[config.mk]
export PLATFORM = sky130hd
export DESIGN_NAME = ibex_rf_write_sched_flat
export DESIGN_NICKNAME = d
export VERILOG_FILES = /design/src/rtl/ibex_rf_write_sched_if.sv /design/src/rtl/ibex_rf_write_sched.sv /design/src/flat_wrapper.sv
export SDC_FILE = /design/constraint.sdc
export NUM_CORES = 1
export LEC_CHECK = 0
export CAP_MARGIN = 10
export CORE_MARGIN = 2
export CORE_UTILIZATION = 38
export CTS_BUF_LIST = sky130_fd_sc_hd__clkbuf_4
export DETAILED_ROUTE_END_ITERATION = 12
export HOLD_SLACK_MARGIN = 0.12
export PLACE_DENSITY = 0.93
export SYNTH_ARGS = -nofsm -noshare
export SYNTH_HDL_FRONTEND = slang
export SYNTH_SLANG_ARGS = --single-unit
[constraint.sdc]
create_clock -name clk_i -period 2.7 [get_ports clk_i]
set_input_delay 0.54 -clock clk_i [delete_from_list [all_inputs] [get_ports clk_i]]
set_output_delay 0.54 -clock clk_i [all_outputs]
set_load 0.03 [all_outputs]
[src/rtl/ibex_rf_write_sched_if.sv]
// Writeback request and RF write-port bundle for ibex_rf_write_sched.
// The slave modport is taken by the scheduler, and the master modport by its surroundings.
interface ibex_rf_write_sched_if #(
   parameter int unsigned DataWidth = 32
) ();
   logic                 init_req_i;
   logic                 init_done_o;
   logic                 ex_valid_i;
   logic [4:0]           ex_addr_i;
   logic [DataWidth-1:0] ex_data_i;
   logic                 ex_ready_o;
   logic                 lsu_valid_i;
   logic [4:0]           lsu_addr_i;
   logic [DataWidth-1:0] lsu_data_i;
   logic                 lsu_ready_o;
   logic                 dummy_instr_i;
   logic                 rf_we_o;
   logic [4:0]           rf_waddr_o;
   logic [DataWidth-1:0] rf_wdata_o;

   modport master (
      output init_req_i, ex_valid_i, ex_addr_i, ex_data_i,
             lsu_valid_i, lsu_addr_i, lsu_data_i, dummy_instr_i,
      input  init_done_o, ex_ready_o, lsu_ready_o,
             rf_we_o, rf_waddr_o, rf_wdata_o
   );

   modport slave (
      input  init_req_i, ex_valid_i, ex_addr_i, ex_data_i,
             lsu_valid_i, lsu_addr_i, lsu_data_i, dummy_instr_i,
      output init_done_o, ex_ready_o, lsu_ready_o,
             rf_we_o, rf_waddr_o, rf_wdata_o
   );
endinterface

[src/rtl/ibex_rf_write_sched.sv]
// RF write-port scheduler. After reset it scrubs every writable word, because latch words have no reset.
// It then arbitrates EX and LSU writeback onto the single write port, with fixed priority and an anti-starvation override.
module ibex_rf_write_sched #(
   parameter int unsigned          RV32E       = 0,
   parameter int unsigned          DataWidth   = 32,
   parameter logic [DataWidth-1:0] WordZeroVal = '0,
   parameter int unsigned          MaxStall    = 4
) (
   input logic                  clk_i,
   input logic                  rst_i,
   ibex_rf_write_sched_if.slave bus
);
   localparam int unsigned NumWords = (RV32E != 0) ? 16 : 32;
   localparam logic [4:0]  LastAddr = 5'(NumWords - 1);
   localparam logic [3:0]  StallMax = 4'(MaxStall);

   typedef enum logic {
      INIT,
      RUN
   } state_e;

   state_e               state_q;
   logic [4:0]           cnt_q;
   logic [3:0]           stall_q;
   logic                 rf_we_q;
   logic [4:0]           rf_waddr_q;
   logic [DataWidth-1:0] rf_wdata_q;

   logic       ex_prio;
   logic       ex_ready;
   logic       lsu_ready;
   logic       ex_acc;
   logic       lsu_acc;
   logic [4:0] ex_addr;
   logic [4:0] lsu_addr;

   always_comb begin
      ex_prio   = (stall_q == StallMax);
      lsu_ready = (state_q == RUN) && !ex_prio;
      ex_ready  = (state_q == RUN) && (!bus.lsu_valid_i || ex_prio);
      ex_acc    = bus.ex_valid_i && ex_ready;
      lsu_acc   = bus.lsu_valid_i && lsu_ready;
      // On RV32E the upper address bit is discarded before the x0 check.
      ex_addr   = (RV32E != 0) ? {1'b0, bus.ex_addr_i[3:0]}  : bus.ex_addr_i;
      lsu_addr  = (RV32E != 0) ? {1'b0, bus.lsu_addr_i[3:0]} : bus.lsu_addr_i;
   end

   assign bus.ex_ready_o  = ex_ready;
   assign bus.lsu_ready_o = lsu_ready;
   assign bus.init_done_o = (state_q == RUN);
   assign bus.rf_we_o     = rf_we_q;
   assign bus.rf_waddr_o  = rf_waddr_q;
   assign bus.rf_wdata_o  = rf_wdata_q;

   always_ff @(posedge clk_i) begin
      if (rst_i) begin
         state_q    <= INIT;
         cnt_q      <= 5'd1;
         stall_q    <= '0;
         rf_we_q    <= 1'b0;
         rf_waddr_q <= '0;
         rf_wdata_q <= WordZeroVal;
      end else begin
         unique case (state_q)
            INIT: begin
               stall_q    <= '0;
               rf_wdata_q <= WordZeroVal;
               if (bus.init_req_i) begin
                  cnt_q      <= 5'd1;
                  rf_we_q    <= 1'b0;
                  rf_waddr_q <= '0;
               end else begin
                  rf_we_q    <= 1'b1;
                  rf_waddr_q <= cnt_q;
                  cnt_q      <= cnt_q + 5'd1;
                  if (cnt_q == LastAddr) begin
                     state_q <= RUN;
                  end
               end
            end
            RUN: begin
               rf_we_q    <= 1'b0;
               rf_waddr_q <= '0;
               rf_wdata_q <= WordZeroVal;
               // An x0 target completes the handshake but writes nothing, unless a dummy instruction issued it from EX.
               if (ex_acc) begin
                  if (ex_addr != '0 || bus.dummy_instr_i) begin
                     rf_we_q    <= 1'b1;
                     rf_waddr_q <= ex_addr;
                     rf_wdata_q <= bus.ex_data_i;
                  end
               end else if (lsu_acc && lsu_addr != '0) begin
                  rf_we_q    <= 1'b1;
                  rf_waddr_q <= lsu_addr;
                  rf_wdata_q <= bus.lsu_data_i;
               end
               if (bus.ex_valid_i && !ex_ready) begin
                  if (stall_q != StallMax) begin
                     stall_q <= stall_q + 4'd1;
                  end
               end else begin
                  stall_q <= '0;
               end
               if (bus.init_req_i) begin
                  state_q <= INIT;
                  cnt_q   <= 5'd1;
                  stall_q <= '0;
               end
            end
            default: state_q <= INIT;
         endcase
      end
   end
endmodule

[src/flat_wrapper.sv]
// flat-port wrapper written by rule: the top's interface ports become plain ports
module ibex_rf_write_sched_flat 
#(
   parameter int unsigned          RV32E       = 0,
   parameter int unsigned          DataWidth   = 32,
   parameter logic [DataWidth-1:0] WordZeroVal = '0,
   parameter int unsigned          MaxStall    = 4
)
  (clk_i, rst_i, bus_init_req_i, bus_ex_valid_i, bus_ex_addr_i, bus_ex_data_i, bus_lsu_valid_i, bus_lsu_addr_i, bus_lsu_data_i, bus_dummy_instr_i, bus_init_done_o, bus_ex_ready_o, bus_lsu_ready_o, bus_rf_we_o, bus_rf_waddr_o, bus_rf_wdata_o);
  ibex_rf_write_sched_if #(.DataWidth(DataWidth)) bus_i ();
  input logic clk_i;
  input logic rst_i;
  input wire logic [$bits(bus_i.init_req_i)-1:0] bus_init_req_i;
  input wire logic [$bits(bus_i.ex_valid_i)-1:0] bus_ex_valid_i;
  input wire logic [$bits(bus_i.ex_addr_i)-1:0] bus_ex_addr_i;
  input wire logic [$bits(bus_i.ex_data_i)-1:0] bus_ex_data_i;
  input wire logic [$bits(bus_i.lsu_valid_i)-1:0] bus_lsu_valid_i;
  input wire logic [$bits(bus_i.lsu_addr_i)-1:0] bus_lsu_addr_i;
  input wire logic [$bits(bus_i.lsu_data_i)-1:0] bus_lsu_data_i;
  input wire logic [$bits(bus_i.dummy_instr_i)-1:0] bus_dummy_instr_i;
  output wire logic [$bits(bus_i.init_done_o)-1:0] bus_init_done_o;
  output wire logic [$bits(bus_i.ex_ready_o)-1:0] bus_ex_ready_o;
  output wire logic [$bits(bus_i.lsu_ready_o)-1:0] bus_lsu_ready_o;
  output wire logic [$bits(bus_i.rf_we_o)-1:0] bus_rf_we_o;
  output wire logic [$bits(bus_i.rf_waddr_o)-1:0] bus_rf_waddr_o;
  output wire logic [$bits(bus_i.rf_wdata_o)-1:0] bus_rf_wdata_o;
  assign bus_i.init_req_i = bus_init_req_i;
  assign bus_i.ex_valid_i = bus_ex_valid_i;
  assign bus_i.ex_addr_i = bus_ex_addr_i;
  assign bus_i.ex_data_i = bus_ex_data_i;
  assign bus_i.lsu_valid_i = bus_lsu_valid_i;
  assign bus_i.lsu_addr_i = bus_lsu_addr_i;
  assign bus_i.lsu_data_i = bus_lsu_data_i;
  assign bus_i.dummy_instr_i = bus_dummy_instr_i;
  assign bus_init_done_o = bus_i.init_done_o;
  assign bus_ex_ready_o = bus_i.ex_ready_o;
  assign bus_lsu_ready_o = bus_i.lsu_ready_o;
  assign bus_rf_we_o = bus_i.rf_we_o;
  assign bus_rf_waddr_o = bus_i.rf_waddr_o;
  assign bus_rf_wdata_o = bus_i.rf_wdata_o;
  ibex_rf_write_sched #(.RV32E(RV32E), .DataWidth(DataWidth), .WordZeroVal(WordZeroVal), .MaxStall(MaxStall)) u_core (.clk_i(clk_i), .rst_i(rst_i), .bus(bus_i));
endmodule
==> flow_summary.toml <==
[timing]
skew_ps = 12.20
finalHoldViolations = 0
grt_setup_unrepaired = "false"
fmax_mhz = 432.3
max_slew_margin = 0.7234
finalCritPeriodShare = 0.8567
drv_slew = 0
setup_viol = 0
totalNegativeSetupSlack_ps = 0
tightest_slew_ps = 414.1
period_needed_ps = 2313

[setup_path]
critPathArrivalTime_ps = 1770
critical_path_class = "flip-flop to output port"
worstSetupEndpointType = "output port"
cp-start-kind = "flip-flop"
critPathMaxFanout = 7
worstPathRequired_ps = 2160
crit_family = "simple AND/OR/NAND/NOR gates"
worstPathCellList = "inv_1 > ha_1 > nand3b_1 > nand2_1 > and2_1 > dlymetal6s2s_1"
critPathSlowestCell = "dfxtp_1"
critPathBufInv = 2
cp_slowest_stage_delay_ps = 400

[synthesis]
synth_most_common_cell = "dfxtp_1"
async_flop_share = 0
synth_edf_count = 0
synth_mux_area_frac = 0.01170
synth_cell_types = 34
ys.flop_type = "dfxtp_1"
yosys.area.top_type = "dfxtp_1"
netlist_instances = 149
syn-cell-area_mm2 = 0.001710
synthTopCellsByArea = "dfxtp_1 56%, a22o_1 15%, ha_1 2.9%"
ys_ff_latch = 48
synth_xor_area_frac = 0.01536
avgSynthCellArea_um2 = 11.48
synth_compound_area_frac = 0.2231
synth_warnings = 0
synth_nets = 233
yosys.area_share.simple = 0.1105
yosys-top-cells-count = "48 x dfxtp_1, 30 x a22o_1, 11 x nor2_1"
synth_top_area_share = 0.5618
ys_seq_area_frac = 0.5618
synth_top_family_by_area = "compound AO/OA/AOI/OAI gates"
synth_fa_ha_area_frac = 0.02926

[floorplan]
io_pins = 121
chipHeight_um = 71.09
chipWidth_um = 71.09
dieArea_mm2 = 0.005054
rows = 24
start_util = 0.3928
core-area_mm2 = 0.004354

[clock_network]
cts_made_buffers = 5
htree_levels = 2
cts_hold_buf = 0
cts_tree = "yes"
clk_pin_slew_worst_paths_ps = 130
root_buffer = "clkbuf_4"
insertion_delay_ps = 350
clock-sinks = 48
post-cts-setup-buffer-count = 0
clockBufferDepth = 2

[placement]
detailedPlacementHpwl_mm = 3.808
place_congestion = 0.7664
io_buffer_count = 120

[route]
post-route-drc-count = 0
routedWlPerCell_um = 14.98
ant_nets = 0
drt_iter0_markers = 57
vias_per_cell = 4.954
vias = 1600
drt-total-wl_mm = 4.840
dr.pass1.iters = 4

[status]
outcome = "finished clean"

[global_routing]
grt_use_met3 = 0.04131
grt_max_degree = 34
grt_usage = 0.1861
first_global_vias = 1482
met1_usage = 0.2077
top_usage_layer = "met2"
grt_util_met2 = 0.3416
antenna_found_initial = 0
grt_pass1_wl_mm = 7.238
overflow = 0

[layout]
multi_input_area_um2 = 666.9
utilization = 0.6871
layout.nets = 354
nFillCells = 330
antenna_cells = 0
syn2layout_area_growth_pct = 74.91
final_layout_size_suffix_gt1_frac = 0.05535
register_area_um2 = 960.9

[power]
intPower_mw = 0.9201
peakVddDrop_mv = 0.2069
p_leak_nw = 1.206
comb_power_share = 0.125
seqPwrFrac = 0.611
p_clk_frac = 0.264
switching_share = 0.2156
power.density_mw_per_mm2 = 392.1
switchingPower_mw = 0.2529

[hold_path]
min_path_type = "flip-flop to flip-flop"

[run]
cap_violations = 0
-- worst reg2reg max path, stage by stage (launching register included) --
cell,delay [ps]
dfxtp_1,400
inv_1,60
ha_1,220
nand3b_1,220
and4b_1,360
o21a_1,260
buf_4,350
a22o_1,220
-- layout make-up --
cell class	count	share of cell area
repair buffers	122	0.4082
flip-flops and latches	48	0.3212
multi-input cells	86	0.2229
well taps	52	0.02175
clock buffers	5	0.01255
inverters	7	0.008783
clock inverters	3	0.004601
-- state kept, by name, indices dropped and copies added, names as in the netlist --
signal,cells
u_core.cnt_q,5
u_core.bus.rf_we_o,1
u_core.stall_q,4
u_core.bus.init_done_o,1
u_core.bus.rf_waddr_o,5
u_core.bus.rf_wdata_o,32
-- cell families (layout without fill, tap and decap cells) --
kind of cell    Yosys count  after routing
compound gates           43             43
xor+xnor                  3              3
fa+ha+maj                 4              4
buf+inv                  15            137
flops                    48             48
mux                       2              2
simple gates             34             34
-- path summary, 6_finish.rpt --
kind,from,to,slack [ps],cells past startpoint
hold / removal,u_core.stall_q[0],u_core.stall_q[0],490,1
hold reg to reg,u_core.stall_q[0],u_core.stall_q[0],490,1
setup reg to reg,u_core.stall_q[0],u_core.bus.rf_wdata_o[4],560,7
setup / recovery,u_core.stall_q[0],bus_ex_ready_o,390,6
-- repair_timing --
item / CTS / global route
endpoints found under the setup margin: 0 / 2
endpoints found under the hold margin: 0 / 0
gates resized for setup: 0 / 2
-- cells in the final DEF (no fill, tap or decap), types with 2 or more instances in the layout --
cell type and n:
a222oi_1 4, a22o_1 30, a22o_2 2, and2_1 2, and3_1 2, buf_4 2, clkbuf_4 5, clkdlybuf4s50_1 118
clkinv_2 2, dfxtp_1 48, dlymetal6s2s_1 2, ha_1 4, inv_1 7, mux2i_1 2, nand2_1 3, nand2b_1 3
nand3_1 3, nor2_1 11, o21ai_0 2, xor2_1 2
-- power groups by stage --
stage | clock [mW] | sequential (mW) | combinational, mW
floorplan | 0 | 0.736 | 0.0144
global placement | 0 | 0.732 | 0.144
detailed placement | 0 | 0.732 | 0.146
CTS | 0.320 | 0.717 | 0.147
global route | 0.344 | 0.718 | 0.156
finish | 0.310 | 0.717 | 0.147
-- metal layers --
layer  vias up  part of all wire
li1        789                 -
met1       733              0.40
met2        71              0.53
met3         7             0.060
met4         0             0.012
met5         -                 0
-- per-stage QoR --
step	worst slack, ps	power [mW]	hold slack (ps)	cells	cell area [um^2]
after floorplan	851.2	0.7503	429.7	149	1710
after global placement	240.8	0.8764	448.1	315	2935
after detailed placement	216.5	0.8785	459.4	315	2935
after CTS	52.98	1.183	489.6	323	2987
after global routing	250.1	1.217	532.6	323	2992
final	387.0	1.173	488.1	323	2992
No activity file was read; power rests on OpenSTA's default activity.
